### src/rtl/mdu_iter_if.sv
// mdu_iter_if: request/response bundle between EX and the iterative multiply/divide unit.
//   start, funct3, s_32, rs1, rs2, flush : requester -> unit
//   busy, done, result                   : unit -> requester
interface mdu_iter_if #(
    parameter int unsigned XLEN = 32
);
    logic              start;
    logic [2:0]        funct3;
    logic              s_32;
    logic [XLEN-1:0]   rs1;
    logic [XLEN-1:0]   rs2;
    logic              flush;
    logic              busy;
    logic              done;
    logic [XLEN-1:0]   result;

    modport master (
        output start, funct3, s_32, rs1, rs2, flush,
        input  busy, done, result
    );

    modport slave (
        input  start, funct3, s_32, rs1, rs2, flush,
        output busy, done, result
    );
endinterface

### src/rtl/mdu_iter.sv
// mdu_iter: iterative RV M-extension unit (MUL/MULH/MULHSU/MULHU/DIV/DIVU/REM/REMU, W forms on RV64).
// Shift-add multiply and restoring divide on operand magnitudes, UNROLL bits per cycle,
// sign fix-up and result selection in FIN.
// Ports:
//   clock  : rising-edge clock
//   reset  : asynchronous active-high reset
//   bus    : mdu_iter_if.slave (start/funct3/s_32/rs1/rs2/flush in, busy/done/result out)
// Parameters: XLEN (32 or 64), UNROLL (1, 2, 4 or 8).
// Optional feature macro MDU_EARLY_OUT_EN: divide-by-zero, signed overflow and multiply-by-zero
// skip CALC and finish one edge after start.
module mdu_iter #(
    parameter int unsigned XLEN   = 32,
    parameter int unsigned UNROLL = 1
) (
    input logic       clock,
    input logic       reset,
    mdu_iter_if.slave bus
);
    localparam int unsigned X2    = 2 * XLEN;
    localparam int unsigned CNT_W = 7;
    localparam int unsigned WSH   = (XLEN > 32) ? 32 : 0;

    typedef enum logic [1:0] {IDLE, CALC, FIN} state_t;

    // Zero- or sign-extend a 32-bit value to XLEN.
    function automatic logic [XLEN-1:0] ext32(input logic [31:0] v, input logic sgn);
        ext32 = sgn ? XLEN'($signed(v)) : XLEN'(v);
    endfunction

    state_t            state_q, state_d;
    logic [2:0]        op_q, op_d;
    logic              w32_q, w32_d;
    logic              neg_q, neg_d;       // product / quotient sign
    logic              negr_q, negr_d;     // remainder sign
    logic [X2-1:0]     acc_q, acc_d;       // product, or {remainder, dividend/quotient}
    logic [X2-1:0]     mc_q, mc_d;         // multiplicand (shifts left) or divisor
    logic [XLEN-1:0]   mp_q, mp_d;         // multiplier (shifts right)
    logic [CNT_W-1:0]  cnt_q, cnt_d;
    logic [CNT_W-1:0]  nlast_q, nlast_d;
    logic              busy_q, busy_d;
    logic              done_q, done_d;
    logic [XLEN-1:0]   result_q, result_d;

    // Request decode and operand magnitudes
    logic              is_mulh, w32_i, a_sgn, b_sgn, a_neg, b_neg, b_zero, q_neg_i;
    logic [XLEN-1:0]   a_ext, b_ext, a_mag, b_mag, div_lo;
    logic [CNT_W-1:0]  nlast_i;
`ifdef MDU_EARLY_OUT_EN
    logic              a_zero, dz, ovf, mz;
    logic [XLEN-1:0]   min_w, min_mag, ones_w;
`endif

    always_comb begin
        is_mulh = !bus.funct3[2] && (bus.funct3[1:0] != 2'b00);
        w32_i   = (XLEN == 64) && bus.s_32 && !is_mulh;
        a_sgn   = (bus.funct3 == 3'b001) || (bus.funct3 == 3'b010) ||
                  (bus.funct3 == 3'b100) || (bus.funct3 == 3'b110);
        b_sgn   = (bus.funct3 == 3'b001) || (bus.funct3 == 3'b100) || (bus.funct3 == 3'b110);
        a_ext   = w32_i ? ext32(bus.rs1[31:0], a_sgn) : bus.rs1;
        b_ext   = w32_i ? ext32(bus.rs2[31:0], b_sgn) : bus.rs2;
        a_neg   = a_sgn && a_ext[XLEN-1];
        b_neg   = b_sgn && b_ext[XLEN-1];
        a_mag   = a_neg ? -a_ext : a_ext;
        b_mag   = b_neg ? -b_ext : b_ext;
        b_zero  = (b_ext == {XLEN{1'b0}});
        // A zero divisor yields an all-ones quotient, so its sign is never flipped.
        q_neg_i = bus.funct3[2] ? ((a_neg ^ b_neg) && !b_zero) : (a_neg ^ b_neg);
        // W-form dividends sit in the upper half so the top bit is always at XLEN-1.
        div_lo  = w32_i ? (a_mag << WSH) : a_mag;
        nlast_i = w32_i ? CNT_W'(32 / UNROLL - 1) : CNT_W'(XLEN / UNROLL - 1);
`ifdef MDU_EARLY_OUT_EN
        a_zero  = (a_ext == {XLEN{1'b0}});
        min_w   = w32_i ? ext32(32'h8000_0000, 1'b1) : {1'b1, {(XLEN-1){1'b0}}};
        min_mag = w32_i ? ext32(32'h8000_0000, 1'b0) : {1'b1, {(XLEN-1){1'b0}}};
        ones_w  = w32_i ? ext32(32'hFFFF_FFFF, 1'b0) : {XLEN{1'b1}};
        dz      = bus.funct3[2] && b_zero;
        ovf     = bus.funct3[2] && !bus.funct3[0] && (a_ext == min_w) && (b_ext == {XLEN{1'b1}});
        mz      = !bus.funct3[2] && (a_zero || b_zero);
`endif
    end

    // One CALC edge worth of work: UNROLL shift-add or restoring-divide steps
    logic [X2-1:0]   acc_s, mc_s;
    logic [XLEN-1:0] mp_s;
    logic [XLEN:0]   trial;

    always_comb begin
        acc_s = acc_q;
        mc_s  = mc_q;
        mp_s  = mp_q;
        trial = '0;
        for (int unsigned k = 0; k < UNROLL; k++) begin
            if (op_q[2]) begin
                trial = {acc_s[X2-1:XLEN], acc_s[XLEN-1]};
                if (trial >= {1'b0, mc_s[XLEN-1:0]}) begin
                    trial = trial - {1'b0, mc_s[XLEN-1:0]};
                    acc_s = {trial[XLEN-1:0], acc_s[XLEN-2:0], 1'b1};
                end else begin
                    acc_s = {trial[XLEN-1:0], acc_s[XLEN-2:0], 1'b0};
                end
            end else begin
                if (mp_s[0]) begin
                    acc_s = acc_s + mc_s;
                end
                mc_s = mc_s << 1;
                mp_s = mp_s >> 1;
            end
        end
    end

    // Sign fix-up and result selection
    logic [X2-1:0]   prod;
    logic [XLEN-1:0] q_abs, r_abs, fin_v;

    always_comb begin
        q_abs = acc_q[XLEN-1:0];
        r_abs = acc_q[X2-1:XLEN];
        prod  = neg_q ? -acc_q : acc_q;
        if (op_q[2]) begin
            fin_v = op_q[1] ? (negr_q ? -r_abs : r_abs) : (neg_q ? -q_abs : q_abs);
        end else begin
            fin_v = (op_q[1:0] == 2'b00) ? prod[XLEN-1:0] : prod[X2-1:XLEN];
        end
        if (w32_q) begin
            fin_v = ext32(fin_v[31:0], 1'b1);
        end
    end

    // Next-state and next-output logic
    always_comb begin
        state_d  = state_q;
        op_d     = op_q;
        w32_d    = w32_q;
        neg_d    = neg_q;
        negr_d   = negr_q;
        acc_d    = acc_q;
        mc_d     = mc_q;
        mp_d     = mp_q;
        cnt_d    = cnt_q;
        nlast_d  = nlast_q;
        done_d   = 1'b0;
        result_d = result_q;
        case (state_q)
            IDLE: begin
                if (bus.start && !bus.flush) begin
                    op_d    = bus.funct3;
                    w32_d   = w32_i;
                    neg_d   = q_neg_i;
                    negr_d  = a_neg;
                    cnt_d   = '0;
                    nlast_d = nlast_i;
                    state_d = CALC;
                    if (bus.funct3[2]) begin
                        acc_d = {{XLEN{1'b0}}, div_lo};
                        mc_d  = X2'(b_mag);
                        mp_d  = '0;
                    end else begin
                        acc_d = '0;
                        mc_d  = X2'(a_mag);
                        mp_d  = b_mag;
                    end
`ifdef MDU_EARLY_OUT_EN
                    // Preload exactly what CALC would have left behind.
                    if (dz) begin
                        acc_d   = {a_mag, ones_w};
                        state_d = FIN;
                    end else if (ovf) begin
                        acc_d   = {{XLEN{1'b0}}, min_mag};
                        state_d = FIN;
                    end else if (mz) begin
                        acc_d   = '0;
                        state_d = FIN;
                    end
`endif
                end
            end
            CALC: begin
                if (bus.flush) begin
                    state_d = IDLE;
                end else begin
                    acc_d = acc_s;
                    mc_d  = mc_s;
                    mp_d  = mp_s;
                    if (cnt_q == nlast_q) begin
                        state_d = FIN;
                    end else begin
                        cnt_d = cnt_q + CNT_W'(1);
                    end
                end
            end
            FIN: begin
                state_d = IDLE;
                if (!bus.flush) begin
                    result_d = fin_v;
                    done_d   = 1'b1;
                end
            end
            default: state_d = IDLE;
        endcase
        busy_d = (state_d != IDLE);
    end

    // State and output registers
    always_ff @(posedge clock or posedge reset) begin
        if (reset) begin
            state_q  <= IDLE;
            op_q     <= '0;
            w32_q    <= 1'b0;
            neg_q    <= 1'b0;
            negr_q   <= 1'b0;
            acc_q    <= '0;
            mc_q     <= '0;
            mp_q     <= '0;
            cnt_q    <= '0;
            nlast_q  <= '0;
            busy_q   <= 1'b0;
            done_q   <= 1'b0;
            result_q <= '0;
        end else begin
            state_q  <= state_d;
            op_q     <= op_d;
            w32_q    <= w32_d;
            neg_q    <= neg_d;
            negr_q   <= negr_d;
            acc_q    <= acc_d;
            mc_q     <= mc_d;
            mp_q     <= mp_d;
            cnt_q    <= cnt_d;
            nlast_q  <= nlast_d;
            busy_q   <= busy_d;
            done_q   <= done_d;
            result_q <= result_d;
        end
    end

    assign bus.busy   = busy_q;
    assign bus.done   = done_q;
    assign bus.result = result_q;
endmodule

### src/flat_wrapper.sv
// flat-port wrapper written by rule: the top's interface ports become plain ports
module mdu_iter_flat 
#(
    parameter int unsigned XLEN   = 32,
    parameter int unsigned UNROLL = 1
)
  (clock, reset, bus_start, bus_funct3, bus_s_32, bus_rs1, bus_rs2, bus_flush, bus_busy, bus_done, bus_result);
  mdu_iter_if #(.XLEN(XLEN)) bus_i ();
  input logic clock;
  input logic reset;
  input wire logic [$bits(bus_i.start)-1:0] bus_start;
  input wire logic [$bits(bus_i.funct3)-1:0] bus_funct3;
  input wire logic [$bits(bus_i.s_32)-1:0] bus_s_32;
  input wire logic [$bits(bus_i.rs1)-1:0] bus_rs1;
  input wire logic [$bits(bus_i.rs2)-1:0] bus_rs2;
  input wire logic [$bits(bus_i.flush)-1:0] bus_flush;
  output wire logic [$bits(bus_i.busy)-1:0] bus_busy;
  output wire logic [$bits(bus_i.done)-1:0] bus_done;
  output wire logic [$bits(bus_i.result)-1:0] bus_result;
  assign bus_i.start = bus_start;
  assign bus_i.funct3 = bus_funct3;
  assign bus_i.s_32 = bus_s_32;
  assign bus_i.rs1 = bus_rs1;
  assign bus_i.rs2 = bus_rs2;
  assign bus_i.flush = bus_flush;
  assign bus_busy = bus_i.busy;
  assign bus_done = bus_i.done;
  assign bus_result = bus_i.result;
  mdu_iter #(.XLEN(XLEN), .UNROLL(UNROLL)) u_core (.clock(clock), .reset(reset), .bus(bus_i));
endmodule
### config.mk
export PLATFORM = sky130hd
export DESIGN_NAME = mdu_iter_flat
export DESIGN_NICKNAME = d
export VERILOG_FILES = /design/src/rtl/mdu_iter_if.sv /design/src/rtl/mdu_iter.sv /design/src/flat_wrapper.sv
export SDC_FILE = /design/constraint.sdc
export NUM_CORES = 1
export LEC_CHECK = 0
export BUFFER_PORTS_ARGS = -buffer_cell sky130_fd_sc_hd__buf_2
export CORE_MARGIN = 2
export CORE_UTILIZATION = 50
export CTS_CLUSTER_DIAMETER = 40
export CTS_CLUSTER_SIZE = 20
export DETAILED_ROUTE_END_ITERATION = 12
export PLACE_DENSITY = 0.67
export REMOVE_ABC_BUFFERS = 1
export SLEW_MARGIN = 20
export SYNTH_ARGS = -nofsm -noshare
export SYNTH_HDL_FRONTEND = slang
export SYNTH_SLANG_ARGS = --single-unit
### constraint.sdc
create_clock -name clock -period 7.1 [get_ports clock]
set_input_delay 0.71 -clock clock [delete_from_list [all_inputs] [get_ports clock]]
set_output_delay 0.71 -clock clock [all_outputs]
set_load 0.03 [all_outputs]
======== After elaboration in Yosys (flattened, before gate mapping) ========
Index checks and enable logic that the tools add are counted.
storage, ports and cells
  flip-flop bits (word level) ............. 209
  bits of input ports ..................... 72
  output and inout bits ................... 34
  logic and storage cells ................. 92
cells by class
  $add $sub $neg .......................... 8
  order comparisons ....................... 1
  eq/ne operators ......................... 12
  multiplexer cells ....................... 36
  bitwise operators ....................... 2
  reductions and logical operators ........ 21
operators with widths
  cell                   count
  $mux W64               9
  $mux W32               13
  $pmux W64 S2           2
  $neg A32 Y32           4
  $add A64 B64 Y64       1
  $neg A64 Y64           1
  $pmux W32 S2           1
  $ge A33 B32 Y1         1
  $logic_not A32 Y1      1
  $sub A32 B32 Y32       1
  $mux W7                3
  $pmux W7 S2            1
  $reduce_and A4 Y1      3
  $add A7 B1 Y7 const B  1
  $eq A7 B5 Y1           1
  $eq A3 B3 Y1 const B   2
  $mux W2                3
  $ne A2 B2 Y1 const B   3
  $logic_or A1 B1 Y1     5
  $logic_and A1 B1 Y1    4
  $logic_not A2 Y1       2
  $pmux W2 S2            1
  $reduce_and A2 Y1      2
  $reduce_bool A2 Y1     2
  10 further kinds       13

======== Depth between registers and ports, before layout ========
Gate-level depths: netlist of run 1.
  depth after elaboration ................. 9
  gate-level depth with buffers ........... 15
  mapped depth without buffers ............ 14

======== Worst setup path before layout of run 1 ========
OpenSTA, ideal clock, no wires.
  path kind ............................... reg-to-reg
  start point ............................. register u_core.acc_q[31]
  end point ............................... register u_core.acc_q[56]
  setup time .............................. 0.122 ns
  arrival time ............................ 3.129 ns
  required time ........................... 6.978 ns
  path slack .............................. 3.849 ns
  stages on the path, launching flop included .. 15
  path buffers ............................ 0
  clock period less this slack ............ 3.251 ns
  cells stage by stage .................... dfrtp_1 inv_1 ha_1 inv_1 fa_1 a211oi_1 o21ai_0 a31o_2 a221oi_1 o21ai_0 a21oi_1 o21bai_1 xnor2_1 o211ai_1 a32o_1
on the way
  word-level cells in the longest chain between the ends .. 5
  elaborated cells on any way between the ends .. 8
  classes of those cells .................. add/sub (2); order compare (1); mux (5)
ends and longest elaborated chain
  item                                            line                             source
  from (decl)                                     mdu_iter.sv:35                   logic [X2-1:0] acc_q, acc_d;
  from (signal assigned)                          mdu_iter.sv:211                  acc_q <= '0;
  from (signal assigned)                          mdu_iter.sv:225                  acc_q <= acc_d;
  $add A64 B64 Y64, or another cell as far along  mdu_iter.sv:103                  acc_s = acc_s + mc_s;
  $mux W64 (on tied branches)                     mdu_iter.sv:102, mdu_iter.sv:95
  $mux W64 *                                      mdu_iter.sv:93                   if (op_q[2]) begin
  $mux W64 *                                      mdu_iter.sv:178                  if (bus.flush) begin
  $pmux W64 S2 *                                  mdu_iter.sv:143                  case (state_q)
Mark *: on every way between the ends. The rest lies on a longest branch, timed or not. The select of a mux whose other input is x is not followed.
A chain may end at the register's enable or synchronous reset.

======== Worst setup path after layout of run 1 ========
  start point ............................. register u_core.mc_q[0]
  end point ............................... register u_core.acc_q[62]
on the way
  word-level cells in the longest chain between the ends .. 5
  elaborated cells on any way between the ends .. 8
  classes of those cells .................. add/sub (2); order compare (1); mux (5)
ends and longest elaborated chain
  item                                            line                             source
  from (decl)                                     mdu_iter.sv:36                   logic [X2-1:0] mc_q, mc_d;
  from (signal assigned)                          mdu_iter.sv:226                  mc_q <= mc_d;
  $add A64 B64 Y64, or another cell as far along  mdu_iter.sv:103
  $mux W64 (on tied branches)                     mdu_iter.sv:102, mdu_iter.sv:95
  $mux W64 *                                      mdu_iter.sv:93
  $mux W64 *                                      mdu_iter.sv:178
  $pmux W64 S2 *                                  mdu_iter.sv:143
Marked as above.

==> flow_summary.json, run 1 <==
{
  "rows": 71,
  "setup_tns_ns": 0,
  "first_global_vias": 17970,
  "cts_tree": "built",
  "vias_per_cell": 6.368,
  "synth_warnings": 0,
  "ys_ff_latch": 209,
  "crit_type": "reg2reg",
  "cts_setup_buffers": 0,
  "worstPathArrival_ns": 4.95,
  "vdd_ir_drop_max_mv": 0.3274,
  "antennaDiodeCount": 0,
  "final_cell_count_no_fill": 2964,
  "startpoint_type": "flip-flop",
  "fp.dieH_um": 199.1,
  "wl_per_cell_um": 22.57,
  "cp.required_ns": 7.56,
  "leakage_nw": 9.508,
  "placed_area_sq_um": 19770,
  "drt_iter0_markers": 1772,
  "worstPathMaxFanout": 4,
  "placed_cells": 2888,
  "globalRouteTotalUtil_pct": 34.11,
  "dieArea_sq_um": 39620,
  "initial_core_util_pct": 50.63,
  "finalNetCount": 2596,
  "clock_latency_ns": 0.58,
  "grt_pass1_wl_um": 103900,
  "cts_resized": 0,
  "maxCapViolations": 0,
  "die_x_um": 199.1,
  "drc": 0,
  "antenna_found_initial": 0,
  "place_congestion": 0.9637,
  "hp-class": "in2async",
  "maxSlewViolCount": 0,
  "clock_path_buffers": 3,
  "outcome": "completed",
  "finalSetupViolCount": 0,
  "tightest_slew_ns": 1.197,
  "core_sq_um": 37580,
  "dpl.hpwl_um": 49970,
  "syn_area_per_cell_sq_um": 7.861,
  "grt-ovfl-total": 0,
  "max_slew_margin_pct": 19.59,
  "cts_root_buf": "clkbuf_16",
  "area_delta_synth_final_pct": 11.67,
  "ant_nets": 0,
  "cts_sinks": 209,
  "syn-cell-area_sq_um": 19020,
  "cp-end-kind": "flip-flop",
  "period_share_pct": 63.26,
  "io_pins": 106,
  "clkSlewWorstSetupHoldPaths_ns": 0.06,
  "p_total_mw": 7.593,
  "yosysUniqueCellTypes": 90,
  "stdcell_area_sq_um": 21250,
  "synth_ff_type": "dfrtp_1",
  "htree_levels": 2,
  "numCtsBuffers": 43,
  "port_buffers": 104,
  "fin_crit_ns": 4.491,
  "pwr_density_cell_nw_per_um2": 357.4,
  "wirelength_um": 66890,
  "skew_ns": 0.02369,
  "clock.fmax_ghz": 0.2227,
  "hold_buffers": 0,
  "synthArstFlopShare_pct": 100.0,
  "syn_inst": 2420,
  "first_pass_iters": 8,
  "ys_seq_area_share_pct": 27.49,
  "synth_enable_flop_cells": 0,
  "vias": 18880,
  "drive_above_1_share_pct": 10.56,
  "hold_viol": 0,
  "grt_max_degree": 86,
  "grt_setup_unrepaired": "false"
}
[worst max-delay path, cell delays in order (launching register included)]
cell and delay [ns]:
dfrtp_1 0.46, ha_1 0.28, fa_1 0.41, a21oi_1 0.26, o211ai_1 0.15, a31oi_1 0.34, a41oi_1 0.37, a31oi_1 0.80
o41ai_2 0.28, a31oi_1 0.45, o31ai_1 0.22, o41a_1 0.34
[cells by family after synthesis]
group | count (synthesis) | share of synthesized area [%]
buf+inv | 245 | 4.992
mux | 43 | 2.341
simple gates | 737 | 18.05
flops | 209 | 27.49
compound gates | 842 | 29.20
fa+ha+maj | 102 | 6.787
xor+xnor | 242 | 11.14
[metal layers]
metal	vias up	share of wire, %	global-route usage (%)
li1	8887	-	-
met1	9110	44	47.85
met2	752	45	53.75
met3	127	7.6	4.506
met4	0	3.5	12.19
met5	-	0	0
[power by group]
part	switching (mW)	internal, mW
registers	0.399	1.41
clock network	0.738	1.34
logic	2.31	1.40
[final timing paths]
check | start | to | slack [ns] | cells past startpoint
setup reg to reg | u_core.mc_q[0] | u_core.acc_q[62] | 2.61 | 11
hold reg to reg | u_core.bus.result[3] | u_core.bus.result[3] | 0.47 | 2
setup / recovery | u_core.mc_q[0] | u_core.acc_q[62] | 2.61 | 11
hold / removal | reset | u_core.bus.done | 0.22 | 2
min in group clock | bus_funct3[1] | u_core.op_q[1] | 0.39 | 3
max in group asynchronous | reset | u_core.op_q[2] | 5.45 | 3
[state kept, by name (all words and copies together) (netlist names), 2 cells and up]
name	flops
u_core.bus.result	32
u_core.acc_q	64
u_core.cnt_q	7
u_core.mc_q	64
u_core.op_q	3
u_core.mp_q	32
u_core.state_q	2
[layout make-up]
| type | count | area [sq um] |
|---|---|---|
| Inverter | 73 | 281.5 |
| Clock inverter | 26 | 347.8 |
| Tap cell | 511 | 639.4 |
| Fill cell | 3529 | 16330 |
| Multi-Input combinational cell | 1966 | 12900 |
| Sequential cell | 209 | 5235 |
| Timing Repair Buffer | 129 | 708.2 |
| Clock buffer | 50 | 1132 |
[layout by cell type (no fill, tap or decap), types with 60 or more instances in the layout]
cell	Yosys	final
nand2_1	271	270
dfrtp_1	209	207
nor2_1	196	194
a21oi_1	194	192
o21ai_0	186	186
xor2_1	139	139
buf_2	11	104
xnor2_1	103	103
ha_1	100	100
inv_1	73	71
a21o_1	60	60
[synthesized netlist by cell type, types with 24 or more instances]
library cell / number / area, sq um
o22ai_1: 24 / 150.1
clkbuf_1: 147 / 551.8
inv_1: 73 / 274.0
nor3_1: 36 / 180.2
nand3_1: 55 / 275.3
a21o_1: 60 / 450.4
nor2b_1: 25 / 156.4
nand4_1: 36 / 225.2
nand2_1: 271 / 1017
dfrtp_1: 209 / 5230
a211oi_1: 41 / 307.8
xnor2_1: 103 / 902.1
a31oi_1: 25 / 156.4
ha_1: 100 / 1251
nor2_1: 196 / 735.7
a21oi_1: 194 / 970.9
o31ai_1: 47 / 352.8
o21ai_0: 186 / 930.9
xor2_1: 139 / 1217
a22oi_1: 25 / 187.7
mux2i_1: 31 / 310.3
a22o_1: 38 / 332.8
[metrics by stage]
| stage | setup WS [ns] | hold slack (ns) | utilization [%] |
|---|---|---|---|
| CTS | 2.719 | 0.2543 | 56.54 |
| finish | 2.609 | 0.2160 | 56.54 |
| floorplan | -1.188 | 0.4502 | - |
| global route | 2.402 | 0.2765 | 56.54 |
| detailed placement | 2.763 | 0.4550 | 52.60 |
| global placement | 2.761 | 0.4445 | 52.60 |
No activity file was read; power rests on OpenSTA's default activity.
==> run 2: changes to the inputs <==
==> constraint.sdc (replaced) <==
create_clock -name clock -period 4.5 [get_ports clock]
set_input_delay 0.45 -clock clock [delete_from_list [all_inputs] [get_ports clock]]
set_output_delay 0.45 -clock clock [all_outputs]
set_load 0.03 [all_outputs]
==> run 2 against run 1 <==
- highest routed layer unchanged
- fmax is 14% higher
- global-route usage is 0.34 points lower
- the run now ends with negative hold slack left
- largest cell class unchanged
- routed wire length is 0.29% lower
==> flow_summary.json, run 2 (synthesis results as in run 1) <==
{
  "outcome": "finished, violations left",
  "clock_path_buffers": 3,
  "rows": 71,
  "initial_core_util_pct": 50.63,
  "dpl.hpwl_um": 49580,
  "numCtsBuffers": 46,
  "reg2reg_from": "u_core.acc_q[31]",
  "port_buffers": 104,
  "worstReg2RegEnd": "u_core.acc_q[56]",
  "vdd_ir_drop_max_mv": 0.4051,
  "io_pins": 106,
  "crit_type": "reg2reg",
  "drive_above_1_share_pct": 11.79,
  "wirelength_um": 66700,
  "antennaDiodeCount": 0,
  "ant_nets": 0,
  "worstPathMaxFanout": 4,
  "whs_ns": -0.05335,
  "drc": 0,
  "fp.dieH_um": 199.1,
  "dieArea_sq_um": 39620,
  "finalNetCount": 2625,
  "hold_viol": 14,
  "core_sq_um": 37580,
  "place_congestion": 0.9773,
  "cts_root_buf": "clkbuf_16",
  "maxCapViolations": 0,
  "worst_slack_ns": 0.5764,
  "setup_tns_ns": 0,
  "finalSetupViolCount": 0,
  "htree_levels": 2,
  "area_delta_synth_final_pct": 13.92,
  "grt_setup_unrepaired": "false",
  "startpoint_type": "flip-flop",
  "wl_per_cell_um": 22.25,
  "final_cell_mix": "270 x nand2_1, 207 x dfrtp_1, 194 x nor2_1",
  "vias": 19080,
  "first_pass_iters": 6,
  "final_cell_count_no_fill": 2997,
  "rr_worst_depth": 14,
  "first_global_vias": 18280,
  "period_share_pct": 87.19,
  "final_common_cell": "nand2_1",
  "grt-ovfl-total": 0,
  "hp-class": "in2async",
  "placed_cells": 2914,
  "grt_max_degree": 94,
  "reg2reg_slack_ns": 0.58,
  "cts_tree": "built",
  "violations": "negative hold slack",
  "hold_buffers": 0,
  "worstPathArrival_ns": 4.39,
  "pwr_density_cell_nw_per_um2": 571.4,
  "place_ws_ns": 0.6206,
  "clkSlewWorstSetupHoldPaths_ns": 0.05,
  "cts_resized": 0,
  "grt_pass1_wl_um": 103200,
  "tightest_slew_ns": 1.183,
  "cts_sinks": 209,
  "cp.required_ns": 4.96,
  "clock_latency_ns": 0.59,
  "globalRouteTotalUtil_pct": 33.76,
  "drt_iter0_markers": 1809,
  "antenna_found_initial": 0,
  "leakage_nw": 9.768,
  "clock.fmax_ghz": 0.2549,
  "cp-end-kind": "flip-flop",
  "skew_ns": 0.02080,
  "utilization_pct": 57.67,
  "cts_setup_buffers": 0,
  "die_x_um": 199.1,
  "top_regs": "u_core.acc_q x64, u_core.mc_q x64",
  "vias_per_cell": 6.367,
  "maxSlewViolCount": 0,
  "max_slew_margin_pct": 20.50,
  "fin_crit_ns": 3.924
}
-- run 2: cell count changes in the layout (fill, tap and decap cells not counted), sizes merged --
cell      change
bufinv        +2
clkbuf        +9
inv           +3
clkinv        -4
buf          +26
clkinvlp      -3
-- run 2: report_power, final --
group          total (mW)  switching [mW]  internal (mW)
sequential           2.86           0.631           2.23
clock                3.67            1.20           2.47
combinational        5.86            3.58           2.28
-- run 2: layout make-up --
cell class              instances  area [sq um]
inverters                      73         281.5
multi-input cells            1966         12900
flip-flops and latches        209          5235
clock buffers                  59          1310
fillers                      3500         15910
well taps                     511         639.4
repair buffers                155         940.9
clock inverters                24         366.6
-- run 2: critical path, stage by stage (launching register included) --
cell and delay (ns):
dfrtp_1 0.41, inv_1 0.16, ha_1 0.20, inv_1 0.06, fa_1 0.41, a211oi_1 0.34
o21ai_0 0.22, a31o_2 0.32, a221oi_1 0.56, o21ai_0 0.15, a21oi_1 0.29, o21bai_1 0.14
xnor2_1 0.15, o211ai_1 0.09, a32o_1 0.30
-- run 2: stage by stage --
step | power, mW | cell area [sq um]
2_1_floorplan | 6.790 | 18350
3_3_place_gp | 8.457 | 20000
3_5_place_dp | 8.548 | 20000
4_1_cts | 12.27 | 21670
5_1_grt | 13.08 | 21670
6_report | 12.38 | 21670
-- run 2: worst max path at each step --
stage | start | end | slack [ns] | cells past startpoint
after global placement | u_core.acc_q[31] | u_core.acc_q[56] | 0.59 | 14
after CTS | u_core.acc_q[31] | u_core.acc_q[56] | 0.58 | 14
final | u_core.acc_q[31] | u_core.acc_q[56] | 0.58 | 14
after floorplan | u_core.state_q[1] | u_core.acc_q[60] | -3.79 | 7
after detailed placement | u_core.acc_q[31] | u_core.acc_q[56] | 0.62 | 14
after global routing | u_core.acc_q[31] | u_core.acc_q[60] | 0.34 | 14
-- run 2: layer usage --
metal  part of all wire [%]  GRT usage (%)  vias up
li1                       -              -     8941
met1                     43          45.76     9196
met2                     45          53.80      808
met3                    7.7          5.232      136
met4                    3.7          13.82        0
met5                      0              0        -
